`src/rtl/urisc_loader.sv`:
```
// Boot loader for the URISC core: accepts a length-prefixed, checksummed byte image, writes it
// into RAM from address 1, clears the halt vector at 0, then hands the RAM port to the core.
module urisc_loader #(
    parameter int unsigned MEM_DEPTH      = 128,
    parameter logic [15:0] MAX_RUN_CYCLES = 16'd4096
) (
    input  logic        clk_PH1,
    input  logic        rst_n,
    input  logic        s_valid,
    input  logic [7:0]  s_data,
    output logic        s_ready,
    input  logic        clear,
    input  logic        cpu_csmr,
    input  logic        cpu_write,
    input  logic        cpu_rdmr,
    input  logic [7:0]  cpu_address,
    input  logic [7:0]  cpu_data_out,
    output logic [7:0]  cpu_data_in,
    output logic        RUN,
    output logic        mem_cs,
    output logic        mem_we,
    output logic        mem_rd,
    output logic [7:0]  mem_addr,
    output logic [7:0]  mem_wdata,
    input  logic [7:0]  mem_rdata,
    output logic        busy,
    output logic        done,
    output logic        halted,
    output logic        timeout,
    output logic        csum_err,
    output logic        len_err,
    output logic [15:0] run_cycles
);

    typedef enum logic [2:0] {
        StIdle, StClr0, StLoad, StCsum, StRun, StDone, StErr
    } state_e;

    localparam logic [8:0]  MaxLen    = 9'(MEM_DEPTH - 1);
    localparam logic [15:0] LastCycle = MAX_RUN_CYCLES - 16'd1;

    state_e      state_q;
    logic [7:0]  len_q;
    logic [7:0]  ptr_q;
    logic [7:0]  sum_q;
    logic [15:0] run_cycles_q;
    logic        halted_q;
    logic        timeout_q;
    logic        csum_err_q;
    logic        len_err_q;

    logic       accept;
    logic       halt_hit;
    logic [7:0] csum_total;

    // s_ready is forced low while reset is held, even though the reset state is IDLE.
    assign s_ready    = rst_n && (state_q inside {StIdle, StLoad, StCsum});
    assign accept     = s_valid && s_ready;
    assign halt_hit   = cpu_rdmr && (cpu_address == 8'h00);
    assign csum_total = sum_q + s_data;

    assign RUN         = (state_q == StRun);
    assign busy        = !(state_q inside {StIdle, StDone, StErr});
    assign done        = (state_q == StDone);
    assign halted      = halted_q;
    assign timeout     = timeout_q;
    assign csum_err    = csum_err_q;
    assign len_err     = len_err_q;
    assign run_cycles  = run_cycles_q;
    assign cpu_data_in = mem_rdata;

    always_comb begin
        mem_cs    = 1'b0;
        mem_we    = 1'b0;
        mem_rd    = 1'b0;
        mem_addr  = 8'h00;
        mem_wdata = 8'h00;
        case (state_q)
            StRun: begin
                mem_cs    = cpu_csmr;
                mem_we    = cpu_write;
                mem_rd    = cpu_rdmr;
                mem_addr  = cpu_address;
                mem_wdata = cpu_data_out;
            end
            StClr0: begin
                mem_cs = 1'b1;
                mem_we = 1'b1;
            end
            StLoad: begin
                mem_cs    = accept;
                mem_we    = accept;
                mem_addr  = ptr_q;
                mem_wdata = s_data;
            end
            default: ;
        endcase
    end

    always_ff @(posedge clk_PH1 or negedge rst_n) begin
        if (!rst_n) begin
            state_q      <= StIdle;
            len_q        <= 8'h00;
            ptr_q        <= 8'h00;
            sum_q        <= 8'h00;
            run_cycles_q <= 16'h0000;
            halted_q     <= 1'b0;
            timeout_q    <= 1'b0;
            csum_err_q   <= 1'b0;
            len_err_q    <= 1'b0;
        end else begin
            case (state_q)
                StIdle: begin
                    if (accept) begin
                        sum_q <= s_data;
                        if ({1'b0, s_data} > MaxLen) begin
                            len_err_q <= 1'b1;
                            state_q   <= StErr;
                        end else begin
                            len_q   <= s_data;
                            ptr_q   <= 8'h01;
                            state_q <= StClr0;
                        end
                    end
                end
                StClr0: state_q <= (len_q != 8'h00) ? StLoad : StCsum;
                StLoad: begin
                    if (accept) begin
                        sum_q <= csum_total;
                        if (ptr_q == len_q) begin
                            state_q <= StCsum;
                        end else begin
                            ptr_q <= ptr_q + 8'h01;
                        end
                    end
                end
                StCsum: begin
                    if (accept) begin
                        if (csum_total == 8'h00) begin
                            run_cycles_q <= 16'h0000;
                            state_q      <= StRun;
                        end else begin
                            csum_err_q <= 1'b1;
                            state_q    <= StErr;
                        end
                    end
                end
                StRun: begin
                    // The terminating cycle does not count, so run_cycles holds the value seen then.
                    if (halt_hit) begin
                        halted_q <= 1'b1;
                        state_q  <= StDone;
                    end else if (run_cycles_q == LastCycle) begin
                        timeout_q <= 1'b1;
                        state_q   <= StDone;
                    end else if (run_cycles_q != 16'hFFFF) begin
                        run_cycles_q <= run_cycles_q + 16'h0001;
                    end
                end
                StDone, StErr: begin
                    if (clear) begin
                        halted_q     <= 1'b0;
                        timeout_q    <= 1'b0;
                        csum_err_q   <= 1'b0;
                        len_err_q    <= 1'b0;
                        run_cycles_q <= 16'h0000;
                        state_q      <= StIdle;
                    end
                end
                default: state_q <= StIdle;
            endcase
        end
    end

endmodule
```
`config.mk`:
```
export PLATFORM = sky130hd
export DESIGN_NAME = urisc_loader
export DESIGN_NICKNAME = d
export VERILOG_FILES = /design/src/rtl/urisc_loader.sv
export SDC_FILE = /design/constraint.sdc
export NUM_CORES = 1
export LEC_CHECK = 0
export ABC_AREA = 0
export CAP_MARGIN = 20
export CORE_MARGIN = 4
export CORE_UTILIZATION = 49
export DETAILED_ROUTE_END_ITERATION = 10
export PLACE_DENSITY_LB_ADDON = 0.3
export SLEW_MARGIN = 20
export SYNTH_ARGS = -nofsm -noshare
export SYNTH_HDL_FRONTEND = slang
export SYNTH_SLANG_ARGS = --single-unit
export TNS_END_PERCENT = 30
```
`constraint.sdc`:
```
create_clock -name clk_PH1 -period 3.2 [get_ports clk_PH1]
set_input_delay 0.8 -clock clk_PH1 [delete_from_list [all_inputs] [get_ports clk_PH1]]
set_output_delay 0.8 -clock clk_PH1 [all_outputs]
set_load 0.01 [all_outputs]
```
==> flow_summary.ini <==
[synthesis]
async_flop_share_pct = 100.0
synth_area_leader_cell = dfrtp_1
synthDistinctLibCells = 58
synth_seq_area_share_pct = 34.58
syn_nets = 437
yosys_most_used_dff = dfrtp_1
synth.area.top_cells = dfrtp_1, mux2i_1, xor2_1
synth_edf_count = 0
ys_seq_elements = 47
synth_cells = 388
yosys_warnings = 0
netlist.area_leader.share_pct = 34.58
syn_area_mm2 = 0.003401
avgSynthCellArea_um2 = 8.765

[routing]
met1_length_mm = 3.954
met2_length_mm = 4.742
drc = 0
route.met3.wl_um = 447
final_antenna_net_count = 0
routed_wl_mm = 9.339
routedWlPerCell_um = 16.62
first_pass_iters = 5
vias_per_cell = 5.808
vias = 3264
top_layer_used = met4
drt_iter0_markers = 157

[place]
placed_cell_area_mm2 = 0.004392
portBuffers = 73
place_ws_ns = -0.2658
place_hpwl_mm = 7.133
dp_cells = 554
gp_congestion = 0.8323

[pwr]
ir_worst_vdd_mv = 0.4657
power_mw = 3.886
p_switching_mw = 1.688
internal_power_mw = 2.198
switching_share_pct = 43.45
combPwrFrac_pct = 61.4
power_frac_seq_pct = 29.2
power_frac_clock_pct = 9.4
power_density_mw_per_mm2 = 865.4
leakagePower_nw = 1.935

[status]
status = complete, no violations

[clock_tree]
postCtsSetupBuffers = 0
numCtsBuffers = 5
cts_buffer_depth = 2
clock_latency_ns = 0.30
clkTransAtPathRegs_ns = 0.09
cts_tree = done
clkSinkCount = 47
clk_root_buffer_cell = clkbuf_8
htreeDepth = 2

[floorplanning]
die_area_mm2 = 0.008338
io_pins = 90
core_area_mm2 = 0.006756
dieWidth_um = 91.31
die_y_um = 91.31
initial_core_util_pct = 50.33
num_rows = 30

[finish]
final_nets = 530
final_area_mm2 = 0.004491
syn_to_final_growth_pct = 32.05
fillers = 565
fin_util_pct = 66.46
final_cells = 562
multi_input_area_mm2 = 0.001979
antennaDiodeCount = 0
layout-drive-gt1-share_pct = 16.80
seqCellArea_mm2 = 0.001176

[sta]
rsz0062_at_grt = false
worst_slew_pin_slew_ns = 0.5543
relSlewSlack_pct = 62.66
max_freq_ghz = 0.3218
finalCritPeriodShare_pct = 97.11
final-setup-viol-count = 0
slew_violations = 0
min_period_ns = 3.107
finalClockSkew_ns = 0.006307
hold_viol = 0
fin_ws_ns = 0.09256

[worst_setup_path]
startpoint_type = input pin
critical-path-max-stage-delay_ns = 0.59
cp_top_family = compound AO/OA/AOI/OAI gates
end_kind = flip-flop
ff2ff_path_depth = 8
crit_type = in2reg
crit_slowest_cell = or4_1
crit_arrival_ns = 3.29
cp.depth = 9
cp.buffers_inverters = 2
worstPathRequired_ns = 3.38
worstPathCellList = clkdlybuf4s50_1 > ha_1 > a211oi_2 > o21ai_0 > xor2_1 > or4_1 > buf_4 > o31ai_1 > a22oi_1
worstPathMaxFanout = 3
ff2ff_setup_slack_ns = 0.52

[flow_run]
cap_violations = 0

[global_routing]
antenna_found_initial = 0
grt_pass1_vias = 3288
grt_max_degree = 26
grt_pass1_wl_mm = 15.64
grtUsageTotal_pct = 22.84
gr-total-overflow = 0

[hold_path]
hold_path_class = in2async
-- metal layers --
| layer | vias to the layer above | track usage [%] |
|---|---|---|
| met5 | - | 0 |
| met2 | 86 | 40.10 |
| met4 | 0 | 6.030 |
| li1 | 1595 | - |
| met3 | 20 | 4.888 |
| met1 | 1563 | 28.33 |
-- area by class of cell --
| type | count | area share [%] |
|---|---|---|
| clock buffers | 7 | 1.700 |
| clock inverters | 1 | 0.1115 |
| inverters | 27 | 2.285 |
| multi-input cells | 287 | 44.08 |
| flip-flops and latches | 47 | 26.19 |
| well taps | 80 | 2.229 |
| repair buffers | 113 | 23.40 |
-- path summary, 6_finish.rpt --
path                               start        endpoint
setup / recovery               s_data[1]      state_q[1]
hold / removal                     rst_n        sum_q[1]
setup reg to reg           run_cycles[0]  run_cycles[12]
hold reg to reg                   halted          halted
max in group asynchronous          rst_n        ptr_q[5]
min in group clk_PH1              halted          halted
-- cells in the mapped netlist (all sizes together) (2+ instances only) --
cell type and instances:
mux2 9, a211oi 2, dfrtp 47, nand3 24, a22oi 3, mux2i 15, nand4 2, nand2b 2
nor2 28, or4 2, o211ai 20, and3 7, ha 9, nand2 34, a21oi 14, nor4 10
xor2 15, nor2b 6, nor3 15, a31oi 6, buf 13, or2 3, o21ai 18, inv 27
or3 6, xnor2 2, a22o 14, o221ai 2, clkbuf 14
-- cell usage in the layout, fill, tap and decap left out, drive strengths merged, types with 2 or more instances in the layout --
cell           netlist  layout
nand4                2       2
clkinv               0       2
o21ai               18      18
buf                 13      41
nor4                10      10
nor2b                6       6
nor2                28      28
or4                  2       2
xnor2                2       2
or2                  3       3
and3                 7       7
a22oi                3       3
or3                  6       6
mux2i               15      15
mux2                 9       9
inv                 27      26
o221ai               2       2
nor3                15      15
nand3               24      24
a21oi               14      14
clkdlybuf4s50        0      72
clkbuf              14       7
ha                   9       9
o211ai              20      20
nand2               34      34
a31oi                6       6
dfrtp               47      47
a211oi               2       2
nand2b               2       2
a22o                14      14
xor2                15      15
-- logic make-up after synthesis --
group | count (synthesis) | synth area share, %
AOI/OAI and AO/OA | 89 | 19.68
xor gates and xnor gates | 17 | 4.378
adders and majority gates | 11 | 4.194
buffers and inverters | 54 | 7.836
DFF | 47 | 34.58
muxes | 24 | 7.395
and+or+nand+nor | 146 | 21.93
-- sequential cells by signal, indices dropped and copies added (netlist names) --
register	count
len_err	1
run_cycles	16
csum_err	1
ptr_q	8
sum_q	8
halted	1
len_q	8
state_q	3
timeout	1
-- what timing repair did --
action	CTS	global route
resized for setup	0	7
hold buffers	0	0
setup endpoints to repair	0	19
-- metrics by stage --
stage | TNS [ns] | hold WS, ns
floorplan | 0 | 0.4993
global placement | -2.775 | 0.4686
detailed placement | -3.688 | 0.4758
CTS | 0 | 0.4165
global route | 0 | 0.4204
finish | 0 | 0.4212
-- power groups by stage --
| stage | clock (mW) | sequential, mW | combinational, mW |
|---|---|---|---|
| after CTS | 0.372 | 1.13 | 2.38 |
| final | 0.364 | 1.14 | 2.39 |
| after detailed placement | 0 | 1.14 | 2.36 |
| after floorplan | 0 | 1.09 | 1.37 |
| after global placement | 0 | 1.12 | 2.30 |
| after global routing | 0.403 | 1.18 | 2.62 |
Power figures use the tool's default switching activity.
